===== src/rtl/sys_bench_pkg.sv =====
// Shared types and helpers for the sys_my run controller.
// Optional parity support is enabled by defining SYS_BENCH_PARITY_EN.
package sys_bench_pkg;

   localparam int CNT_W = 16;

   typedef enum logic [1:0] {
      SEQ_PRE,
      SEQ_RST,
      SEQ_RUN,
      SEQ_DONE
   } seq_state_e;

   typedef enum logic [2:0] {
      RX_IDLE,
      RX_START,
      RX_DATA,
      RX_PARITY,
      RX_STOP
   } rx_state_e;

   // Width needed to index n entries, never less than one bit.
   function automatic int clog2_min1(input int n);
      return (n <= 2) ? 1 : $clog2(n);
   endfunction

endpackage


===== src/rtl/sys_bench_fifo.sv =====
// Synchronous FIFO with a registered head word; the head holds its last
// value when the FIFO drains. Push while full is accepted only with a pop.
module sys_bench_fifo
   import sys_bench_pkg::*;
#(
   parameter int DEPTH = 8,
   parameter int W     = 8
) (
   input  logic         clk,
   input  logic         rst,
   input  logic         push,
   input  logic [W-1:0] wdata,
   input  logic         pop,
   output logic [W-1:0] rdata,
   output logic         full,
   output logic         empty
);

   localparam int AW = clog2_min1(DEPTH);

   logic [W-1:0]  mem [DEPTH];
   logic [AW-1:0] wr_ptr_q, wr_ptr_d;
   logic [AW-1:0] rd_ptr_q, rd_ptr_d;
   logic [AW:0]   cnt_q, cnt_d;
   logic [W-1:0]  head_q, head_d;
   logic          do_push, do_pop;

   assign full    = (cnt_q == (AW+1)'(DEPTH));
   assign empty   = (cnt_q == '0);
   assign do_pop  = pop && !empty;
   assign do_push = push && (!full || do_pop);
   assign rdata   = head_q;

   always_comb begin
      wr_ptr_d = wr_ptr_q + AW'(do_push);
      rd_ptr_d = rd_ptr_q + AW'(do_pop);
      cnt_d    = cnt_q + (AW+1)'(do_push) - (AW+1)'(do_pop);
      head_d   = head_q;
      // A word written into an otherwise-empty FIFO bypasses the array.
      if (do_push && ((cnt_q - (AW+1)'(do_pop)) == '0)) begin
         head_d = wdata;
      end else if (cnt_d != '0) begin
         head_d = mem[rd_ptr_d];
      end
   end

   always_ff @(posedge clk) begin
      if (do_push) begin
         mem[wr_ptr_q] <= wdata;
      end
   end

   always_ff @(posedge clk or posedge rst) begin
      if (rst) begin
         wr_ptr_q <= '0;
         rd_ptr_q <= '0;
         cnt_q    <= '0;
         head_q   <= '0;
      end else begin
         wr_ptr_q <= wr_ptr_d;
         rd_ptr_q <= rd_ptr_d;
         cnt_q    <= cnt_d;
         head_q   <= head_d;
      end
   end

endmodule


===== src/rtl/sys_bench_ctrl.sv =====
// Run controller: DUT reset sequencing, cycle watchdog and UART TX capture.
// Define SYS_BENCH_PARITY_EN to receive and check one even-parity bit.
module sys_bench_ctrl
   import sys_bench_pkg::*;
#(
   parameter int RST_DELAY    = 4,
   parameter int RST_WIDTH    = 4,
   parameter int MAX_CYCLES   = 15000,
   parameter int CLKS_PER_BIT = 16,
   parameter int DATA_BITS    = 8,
   parameter int FIFO_DEPTH   = 8
) (
   input  logic                 clk,
   input  logic                 rst,
   output logic                 sys_rst,
   input  logic                 uart_line,
   output logic [DATA_BITS-1:0] rx_data,
   output logic                 rx_valid,
   input  logic                 rx_ready,
   output logic [CNT_W-1:0]     rx_count,
   output logic                 frame_err,
   output logic                 parity_err,
   output logic                 overflow,
   output logic                 running,
   output logic                 timeout
);

   localparam int BW = clog2_min1(CLKS_PER_BIT);
   localparam int IW = clog2_min1(DATA_BITS);
   localparam logic [BW-1:0] HALF_M1  = BW'(CLKS_PER_BIT / 2 - 1);
   localparam logic [BW-1:0] FULL_M1  = BW'(CLKS_PER_BIT - 1);
   localparam logic [IW-1:0] IDX_LAST = IW'(DATA_BITS - 1);

   seq_state_e seq_q, seq_d;
   logic [31:0] seq_cnt_q, seq_cnt_d;

   always_comb begin
      seq_d     = seq_q;
      seq_cnt_d = seq_cnt_q + 32'd1;
      case (seq_q)
         SEQ_PRE: if (seq_cnt_q == 32'(RST_DELAY - 1)) begin
            seq_d     = SEQ_RST;
            seq_cnt_d = '0;
         end
         SEQ_RST: if (seq_cnt_q == 32'(RST_WIDTH - 1)) begin
            seq_d     = SEQ_RUN;
            seq_cnt_d = '0;
         end
         SEQ_RUN: if (seq_cnt_q == 32'(MAX_CYCLES - 1)) begin
            seq_d     = SEQ_DONE;
            seq_cnt_d = '0;
         end
         SEQ_DONE: seq_cnt_d = seq_cnt_q;
         default: begin
            seq_d     = SEQ_PRE;
            seq_cnt_d = '0;
         end
      endcase
   end

   assign sys_rst = (seq_q == SEQ_RST);
   assign running = (seq_q == SEQ_RUN);
   assign timeout = (seq_q == SEQ_DONE);

   logic [1:0] sync_q, sync_d;
   logic       prev_q, prev_d;
   logic       line_s;

   assign sync_d = {sync_q[0], uart_line};
   assign line_s = sync_q[1];
   assign prev_d = line_s;

   rx_state_e            rx_q, rx_d;
   logic [BW-1:0]        bcnt_q, bcnt_d;
   logic [IW-1:0]        bidx_q, bidx_d;
   logic [DATA_BITS-1:0] shr_q, shr_d;
   logic                 fe_q, fe_d;
   logic                 push;
`ifdef SYS_BENCH_PARITY_EN
   logic                 par_bad_q, par_bad_d;
   logic                 pe_q, pe_d;
`endif

   always_comb begin
      rx_d   = rx_q;
      bcnt_d = bcnt_q + BW'(1);
      bidx_d = bidx_q;
      shr_d  = shr_q;
      fe_d   = 1'b0;
      push   = 1'b0;
`ifdef SYS_BENCH_PARITY_EN
      par_bad_d = par_bad_q;
      pe_d      = 1'b0;
`endif
      case (rx_q)
         // After a bad stop bit the line is still low, so no edge is seen
         // here until it has returned high.
         RX_IDLE: begin
            bcnt_d = '0;
            if (!line_s && prev_q) rx_d = RX_START;
         end
         RX_START: if (bcnt_q == HALF_M1) begin
            bcnt_d = '0;
            bidx_d = '0;
            rx_d   = line_s ? RX_IDLE : RX_DATA;
`ifdef SYS_BENCH_PARITY_EN
            par_bad_d = 1'b0;
`endif
         end
         RX_DATA: if (bcnt_q == FULL_M1) begin
            bcnt_d = '0;
            shr_d  = {line_s, shr_q[DATA_BITS-1:1]};
            bidx_d = bidx_q + IW'(1);
            if (bidx_q == IDX_LAST) begin
`ifdef SYS_BENCH_PARITY_EN
               rx_d = RX_PARITY;
`else
               rx_d = RX_STOP;
`endif
            end
         end
`ifdef SYS_BENCH_PARITY_EN
         RX_PARITY: if (bcnt_q == FULL_M1) begin
            bcnt_d    = '0;
            par_bad_d = line_s ^ (^shr_q);
            rx_d      = RX_STOP;
         end
`endif
         RX_STOP: if (bcnt_q == FULL_M1) begin
            rx_d = RX_IDLE;
            if (!line_s) fe_d = 1'b1;
`ifdef SYS_BENCH_PARITY_EN
            else if (par_bad_q) pe_d = 1'b1;
`endif
            else push = 1'b1;
         end
         default: rx_d = RX_IDLE;
      endcase
      if (!running) begin
         rx_d = RX_IDLE;
         fe_d = 1'b0;
         push = 1'b0;
`ifdef SYS_BENCH_PARITY_EN
         pe_d = 1'b0;
`endif
      end
   end

   logic             fifo_full, fifo_empty, pop, accept;
   logic [CNT_W-1:0] cnt_q, cnt_d;
   logic             ovf_q, ovf_d;

   assign rx_valid = !fifo_empty;
   assign pop      = rx_valid && rx_ready;
   assign accept   = push && (!fifo_full || pop);

   always_comb begin
      cnt_d = cnt_q;
      if (accept && (cnt_q != '1)) cnt_d = cnt_q + CNT_W'(1);
      ovf_d = ovf_q | (push && !accept);
   end

   sys_bench_fifo #(
      .DEPTH (FIFO_DEPTH),
      .W     (DATA_BITS)
   ) u_fifo (
      .clk   (clk),
      .rst   (rst),
      .push  (push),
      .wdata (shr_q),
      .pop   (pop),
      .rdata (rx_data),
      .full  (fifo_full),
      .empty (fifo_empty)
   );

   assign rx_count  = cnt_q;
   assign overflow  = ovf_q;
   assign frame_err = fe_q;
`ifdef SYS_BENCH_PARITY_EN
   assign parity_err = pe_q;
`else
   assign parity_err = 1'b0;
`endif

   always_ff @(posedge clk or posedge rst) begin
      if (rst) begin
         seq_q     <= SEQ_PRE;
         seq_cnt_q <= '0;
         sync_q    <= 2'b11;
         prev_q    <= 1'b1;
         rx_q      <= RX_IDLE;
         bcnt_q    <= '0;
         bidx_q    <= '0;
         shr_q     <= '0;
         fe_q      <= 1'b0;
         cnt_q     <= '0;
         ovf_q     <= 1'b0;
`ifdef SYS_BENCH_PARITY_EN
         par_bad_q <= 1'b0;
         pe_q      <= 1'b0;
`endif
      end else begin
         seq_q     <= seq_d;
         seq_cnt_q <= seq_cnt_d;
         sync_q    <= sync_d;
         prev_q    <= prev_d;
         rx_q      <= rx_d;
         bcnt_q    <= bcnt_d;
         bidx_q    <= bidx_d;
         shr_q     <= shr_d;
         fe_q      <= fe_d;
         cnt_q     <= cnt_d;
         ovf_q     <= ovf_d;
`ifdef SYS_BENCH_PARITY_EN
         par_bad_q <= par_bad_d;
         pe_q      <= pe_d;
`endif
      end
   end

endmodule


===== config.mk =====
export PLATFORM = sky130hd
export DESIGN_NAME = sys_bench_ctrl
export DESIGN_NICKNAME = d
export VERILOG_FILES = /design/src/rtl/sys_bench_pkg.sv /design/src/rtl/sys_bench_fifo.sv /design/src/rtl/sys_bench_ctrl.sv
export SDC_FILE = /design/constraint.sdc
export NUM_CORES = 1
export LEC_CHECK = 0
export ABC_AREA = 1
export CORE_MARGIN = 2
export CORE_UTILIZATION = 35
export DETAILED_ROUTE_END_ITERATION = 12
export GPL_TIMING_DRIVEN = 0
export PLACE_DENSITY = 0.59
export SLEW_MARGIN = 20
export SYNTH_ARGS = -nofsm -noshare
export SYNTH_HDL_FRONTEND = slang
export SYNTH_HIERARCHICAL = 1
export SYNTH_SLANG_ARGS = --single-unit

===== constraint.sdc =====
create_clock -name clk -period 3.7 [get_ports clk]
set_input_delay 0.555 -clock clk [delete_from_list [all_inputs] [get_ports clk]]
set_output_delay 0.555 -clock clk [all_outputs]
set_load 0.005 [all_outputs]

==> flow_metrics.py, run 1 <==
metrics = {
    "routing": {
        "first_pass_iters": 5,
        "drt_iter0_markers": 401,
        "drcViolationCount": 0,
        "drt-wirelength-per-cell_um": 12.9,
        "ant_nets": 0,
        "wl_um": 17400,
        "viasPerCell": 4.52,
        "dr_total_vias": 6091,
    },
    "floorplan": {
        "initial_utilization": 0.354,
        "fp.dieH_um": 157,
        "io_pins": 35,
        "rows": 56,
        "core_um2": 23300,
        "die_area_um2": 24800,
        "die_x_um": 157,
    },
    "timing": {
        "setup_tns_ns": 0,
        "whs_ns": 0.361,
        "hold_viol": 0,
        "fmax_mhz": 304,
        "rsz0062_at_grt": "no",
        "min_period_over_period": 0.890,
        "max_slew_margin": 0.410,
        "period_minus_slack_ns": 3.29,
        "setup_violations": 0,
        "worst_clock_skew_ns": 0.0107,
        "fin_ws_ns": 0.408,
        "tightestPinTransition_ns": 0.882,
        "slew_violations": 0,
    },
    "place": {
        "dp.cells": 1316,
        "dp_hpwl_um": 12500,
        "portBuffers": 33,
        "dpl_worst_slack_ns": 0.0747,
        "gp_congestion": 0.832,
    },
    "finish": {
        "fin_nets": 1044,
        "diodes": 0,
        "stdcell_count": 1349,
        "area_delta_synth_final_pct": 16.8,
        "drive_above_1_share": 0.109,
        "fillerInstances": 2350,
    },
    "global_routing": {
        "grt_util_all_layers": 0.150,
        "grt_overflow_total": 0,
        "antenna_found_initial": 0,
        "grt_max_degree": 38,
        "grt_pass1_vias": 5823,
        "grt_pass1_wl_um": 29300,
    },
    "power": {
        "peakVddDrop_uv": 296,
        "p_leak_nw": 4.72,
        "power_density_nw_per_um2": 618,
    },
    "cts": {
        "htreeDepth": 4,
        "cts_tree": "yes",
        "ctsResizeCount": 0,
        "cts_buffer_depth": 2,
        "root_buffer": "clkbuf_16",
        "clock-sinks": 155,
        "clkTransAtPathRegs_ns": 0.06,
        "numCtsBuffers": 17,
        "clk_latency_ns": 0.43,
    },
    "yosys": {
        "syn_area_um2": 8240,
        "yosysUniqueCellTypes": 41,
        "ys_ff_latch": 155,
        "synth.most_common_cell": "nand2_1",
        "async_flop_share": 0.587,
        "ys_top_cells_by_area": "dfrtp_1 27%, edfxtp_1 23%, nand2_1 13%",
        "syn_avg_cell_area_um2": 8.55,
        "synthFlopType": "dfrtp_1",
        "ys_warn_count": 6,
        "synth_top_area_cell": "dfrtp_1",
        "netlist_top_cells_count": "278 x nand2_1, 171 x inv_1, 88 x dfrtp_1",
        "synth-edff-count": 64,
        "synth_nets": 989,
        "synth-seq-area-share": 0.510,
        "synth_top_area_share": 0.267,
        "synthCells": 963,
    },
    "worst_setup_path": {
        "crit_top_cell": "inv_1",
        "cp-end-kind": "register",
        "cp_max_fo": 8,
        "path_cells": "inv_1 > ha_1 > nand3_2 > inv_1 > nor2_1 > inv_1 > nor2_1 > inv_1 > nor2_1 > inv_2 > o21ai_0 > ha_1 > inv_1 > fa_1 > xor2_1 > nor3_4 > nand3_4 > nand2_1 > nand2_1",
        "arrival_ns": 3.60,
        "critPathLaunch": "u_fifo/cnt_q[3]",
        "cp_slowest_cell": "dfrtp_1",
        "worstSetupPathType": "reg -> reg",
        "cpLargestDelayFamily": "simple AND/OR/NAND/NOR gates",
        "worstSetupStartpointType": "register",
        "max_stage_delay_ns": 0.41,
        "crit_required_ns": 4.01,
        "critPathBufInv": 6,
        "crit-reg2reg-launch": "u_fifo/cnt_q[3]",
        "r2r_slack_ns": 0.41,
    },
    "min_path": {
        "hp-start": "sync_q[0]",
        "hold_path_class": "reg -> reg",
    },
    "flow_run": {
        "maxCapViolCount": 0,
    },
    "status": {
        "status": "finished, final reports clean",
    },
}
[final timing paths]
kind / endpoint / cells past startpoint
setup / recovery: u_fifo/rdata[6] / 19
hold / removal: sync_q[1] / 0
setup reg to reg: u_fifo/rdata[6] / 19
hold reg to reg: sync_q[1] / 0
max in group asynchronous: seq_cnt_q[11] / 3
min in group asynchronous: rx_count[11] / 2
[cell usage in the layout, fill, tap and decap left out, types with 3 or more instances in the layout]
cell / n
a21oi_1: 5
buf_2: 6
buf_4: 7
buf_6: 5
clkbuf_1: 6
clkbuf_16: 22
clkbuf_8: 3
clkdlybuf4s50_1: 33
dfrtp_1: 88
dfstp_2: 3
edfxtp_1: 64
ha_1: 21
inv_1: 170
inv_2: 10
inv_4: 3
nand2_1: 278
nand2_2: 13
nand3_1: 84
nand3_2: 5
nand4_1: 25
nor2_1: 73
nor2_2: 5
nor2_4: 3
nor3_1: 12
nor3_2: 4
nor3_4: 3
o21ai_0: 9
o21ai_2: 9
xnor2_1: 3
xor2_1: 38
[metrics by stage]
stage	total power, mW	instance area [µm²]	util
after CTS	5.98	9610	0.413
after global placement	4.14	8960	0.385
after global routing	6.37	9620	0.414
after detailed placement	4.17	8990	0.386
final	5.95	9620	0.414
after floorplan	3.60	8240	-
[state kept, by name, summed over array words and instances (netlist names), 2 cells and up]
register and flops:
bcnt_q 4, shr_q 8, u_fifo/mem 64, u_fifo/wr_ptr_q 3, u_fifo/cnt_q 4, u_fifo/rdata 8
bidx_q 3, rx_count 16, sync_q 2, seq_q 2, u_fifo/rd_ptr_q 3, rx_q 3
seq_cnt_q 32
[cells by family after synthesis]
| logic type | share of synthesized area |
|---|---|
| and+or+nand+nor | 0.284 |
| DFF | 0.510 |
| other | 0.000455 |
| muxes | 0.00137 |
| AOI/OAI and AO/OA | 0.0207 |
| buffers and inverters | 0.102 |
| adders and majority gates | 0.0343 |
| xor gates and xnor gates | 0.0469 |
[cell type report]
class,count,area [µm²],area share
Sequential cell,155,4200,0.437
Tap cell,319,399,0.0415
Clock buffer,29,607,0.0631
Timing Repair Buffer,36,365,0.0380
Clock inverter,2,12.5,0.00130
Multi-Input combinational cell,606,3190,0.331
Buffer,19,151,0.0157
Inverter,183,694,0.0722
[worst reg2reg max path, stage by stage, from the launching register on]
cell and delay (ns):
dfrtp_1 0.41, inv_1 0.11, ha_1 0.20, nand3_2 0.09
inv_1 0.07, nor2_1 0.14, inv_1 0.05, nor2_1 0.26
inv_1 0.07, nor2_1 0.20, inv_2 0.06, o21ai_0 0.08
ha_1 0.20, inv_1 0.06, fa_1 0.39, xor2_1 0.21
nor3_4 0.26, nand3_4 0.16, nand2_1 0.12, nand2_1 0.05
[metal layers]
layer,vias to the layer above,part of all wire,track usage
met4,0,0.016,0.0429
met3,17,0.035,0.0330
met1,2863,0.48,0.207
li1,3107,-,-
met5,-,0,0
met2,104,0.47,0.239
[report_power, final]
part	total (mW)	switching [mW]	internal, mW
Combinational	2.18	1.39	0.796
Sequential	1.99	0.0794	1.91
Clock	1.77	0.664	1.11
Total	5.95	2.13	3.82
[what timing repair did]
action | CTS | global route
endpoints found under the setup margin | 0 | 8
hold buffers | 0 | 0
hold endpoints to repair | 0 | 0
setup buffers | 0 | 2
Note: power is estimated with default switching activity, not from simulation.
==> inputs of run 2 (changes only) <==
--- a/config.mk
+++ b/config.mk
@@ -6,7 +6,6 @@
 export NUM_CORES = 1
 export LEC_CHECK = 0
 export ABC_AREA = 1
-export CORE_MARGIN = 2
 export CORE_UTILIZATION = 35
 export DETAILED_ROUTE_END_ITERATION = 12
 export GPL_TIMING_DRIVEN = 0
==> run 2 against run 1 <==
- routed wire length grew 0.42%
- critical path depth is 1 higher
- via count barely moved
- power up 0.72%
- combinational power grew 2%
- critical endpoint is now u_fifo/rdata[2]
- largest cell class unchanged
==> flow_metrics.py, run 2 (same netlist as run 1, synthesis figures left out) <==
metrics = {
    "timing": {
        "rsz0062_at_grt": "no",
        "tightestPinTransition_ns": 1.00,
        "slew_violations": 0,
        "setup_violations": 0,
        "fmax_mhz": 307,
        "min_period_over_period": 0.881,
        "max_slew_margin": 0.330,
        "period_minus_slack_ns": 3.26,
        "worst_clock_skew_ns": 0.00815,
        "hold_viol": 0,
    },
    "worst_setup_path": {
        "cpLargestDelayFamily": "simple AND/OR/NAND/NOR gates",
        "critPathBufInv": 8,
        "arrival_ns": 3.57,
        "max_stage_delay_ns": 0.47,
        "r2r_slack_ns": 0.44,
        "cp_max_fo": 8,
        "r2r-end": "u_fifo/rdata[2]",
        "critPathLaunch": "u_fifo/cnt_q[3]",
        "path_cells": "inv_1 > ha_1 > nand3_2 > inv_1 > nor2_1 > inv_1 > nor2_1 > inv_1 > nor2_1 > inv_2 > o21ai_0 > ha_1 > inv_1 > fa_1 > inv_1 > nor3_4 > buf_12 > nand3_4 > nand2_1 > nand2_1",
        "crit-reg2reg-launch": "u_fifo/cnt_q[3]",
        "r2r_cells": 20,
        "cp-end-kind": "register",
        "worstSetupStartpointType": "register",
        "worstSetupPathType": "reg -> reg",
        "crit_top_cell": "inv_1",
        "cp_slowest_cell": "fa_1",
        "crit_required_ns": 4.01,
    },
    "routing": {
        "drcViolationCount": 0,
        "drt_iter0_markers": 378,
        "dr_total_vias": 6090,
        "drt-wirelength-per-cell_um": 13.0,
        "ant_nets": 0,
        "first_pass_iters": 5,
        "viasPerCell": 4.53,
        "wl_um": 17500,
    },
    "cts": {
        "clock-sinks": 155,
        "cts_hold_buf": 0,
        "ctsResizeCount": 0,
        "clkTransAtPathRegs_ns": 0.06,
        "post-cts-setup-buffers": 0,
        "cts_tree": "yes",
        "numCtsBuffers": 17,
        "htreeDepth": 4,
        "cts_buffer_depth": 2,
        "clk_latency_ns": 0.42,
        "root_buffer": "clkbuf_16",
    },
    "global_routing": {
        "grt_pass1_vias": 5965,
        "grt_overflow_total": 0,
        "grt_pass1_wl_um": 29300,
        "antenna_found_initial": 0,
        "grt_max_degree": 39,
        "grt_util_all_layers": 0.155,
    },
    "floorplan": {
        "initial_utilization": 0.360,
        "fp.dieH_um": 155,
        "die_x_um": 155,
        "io_pins": 35,
        "die_area_um2": 24100,
        "core_um2": 22800,
        "rows": 55,
    },
    "power": {
        "power_density_nw_per_um2": 623,
        "p_leak_nw": 4.71,
        "peakVddDrop_uv": 311,
        "power_mw": 5.99,
    },
    "min_path": {
        "hp-start": "sync_q[0]",
        "worstHoldPathCells": 0,
        "min_to": "sync_q[1]",
        "hold_path_class": "reg -> reg",
    },
    "finish": {
        "stdcell_count": 1345,
        "seqCellArea_um2": 4200,
        "final_common_cell": "nand2_1",
        "largest_register_ffs": 64,
        "diodes": 0,
        "drive_above_1_share": 0.109,
        "layout_common_cells": "278 x nand2_1, 170 x inv_1, 88 x dfrtp_1",
        "largest-register": "u_fifo/mem",
        "area_delta_synth_final_pct": 16.8,
        "fillerInstances": 2288,
        "fin_nets": 1045,
        "multiInputGateArea_um2": 3190,
    },
    "flow_run": {
        "maxCapViolCount": 0,
    },
    "status": {
        "status": "finished, final reports clean",
    },
    "place": {
        "dp_hpwl_um": 12300,
        "dp.cells": 1310,
        "portBuffers": 33,
        "gp_congestion": 0.843,
    },
}
-- run 2: cell type report --
cell class / instances / share of cell area
Clock buffer: 24 / 0.0501
Sequential cell: 155 / 0.437
Clock inverter: 8 / 0.0124
Inverter: 183 / 0.0722
Buffer: 19 / 0.0157
Multi-Input combinational cell: 606 / 0.332
Timing Repair Buffer: 37 / 0.0401
Tap cell: 313 / 0.0407
-- run 2: power by group --
part | internal, mW | total (mW) | leakage, nW | switching, mW
registers | 1.91 | 2.00 | 1.85 | 0.0817
clock network | 1.11 | 1.78 | 0.288 | 0.669
logic | 0.830 | 2.22 | 2.58 | 1.39
-- run 2: how the worst max path moves through the flow --
stage               slack (ns)              end  cells past startpoint
global placement         -0.11         seq_q[0]                      2
global route              0.14  u_fifo/rdata[7]                     20
CTS                       0.28  u_fifo/rdata[2]                     19
floorplan                 0.76  u_fifo/rdata[0]                     19
detailed placement        0.12  u_fifo/rdata[2]                     17
finish                    0.44  u_fifo/rdata[2]                     20
-- run 2: worst register-to-register path, delay by kind of cell, from the launching register on --
kind | cells | cell delay, ns
compound gates | 1 | 0.08
fa+ha+maj | 3 | 0.86
buf+inv | 8 | 0.63
flops | 1 | 0.42
simple gates | 8 | 1.17
-- run 2: metrics by stage --
stage | hold slack [ns] | instance area, µm² | setup slack, ns | TNS (ns) | util
floorplan | 0.345 | 8240 | 0.762 | 0 | -
global placement | 0.355 | 8960 | -0.109 | -7.29 | 0.392
detailed placement | 0.350 | 8980 | 0.122 | 0 | 0.393
CTS | 0.362 | 9580 | 0.277 | 0 | 0.419
global route | 0.370 | 9620 | 0.136 | 0 | 0.421
finish | 0.355 | 9620 | 0.441 | 0 | 0.421
-- run 2: layer usage --
layer  GRT usage  part of all wire  wire length [µm]
met5           0                 0                 0
met3      0.0331             0.037               640
met2       0.256              0.48              8360
met4      0.0453             0.011               194
met1       0.204              0.48              8330
==> inputs of run 3 (changes only) <==
--- a/config.mk
+++ b/config.mk
@@ -6,6 +6,7 @@
 export NUM_CORES = 1
 export LEC_CHECK = 0
 export ABC_AREA = 1
+export ABC_CLOCK_PERIOD_IN_PS = 3700
 export CORE_UTILIZATION = 35
 export DETAILED_ROUTE_END_ITERATION = 12
 export GPL_TIMING_DRIVEN = 0
==> results of run 3 <==
The final DEF is identical to that of run 2; final timing and power are the same.
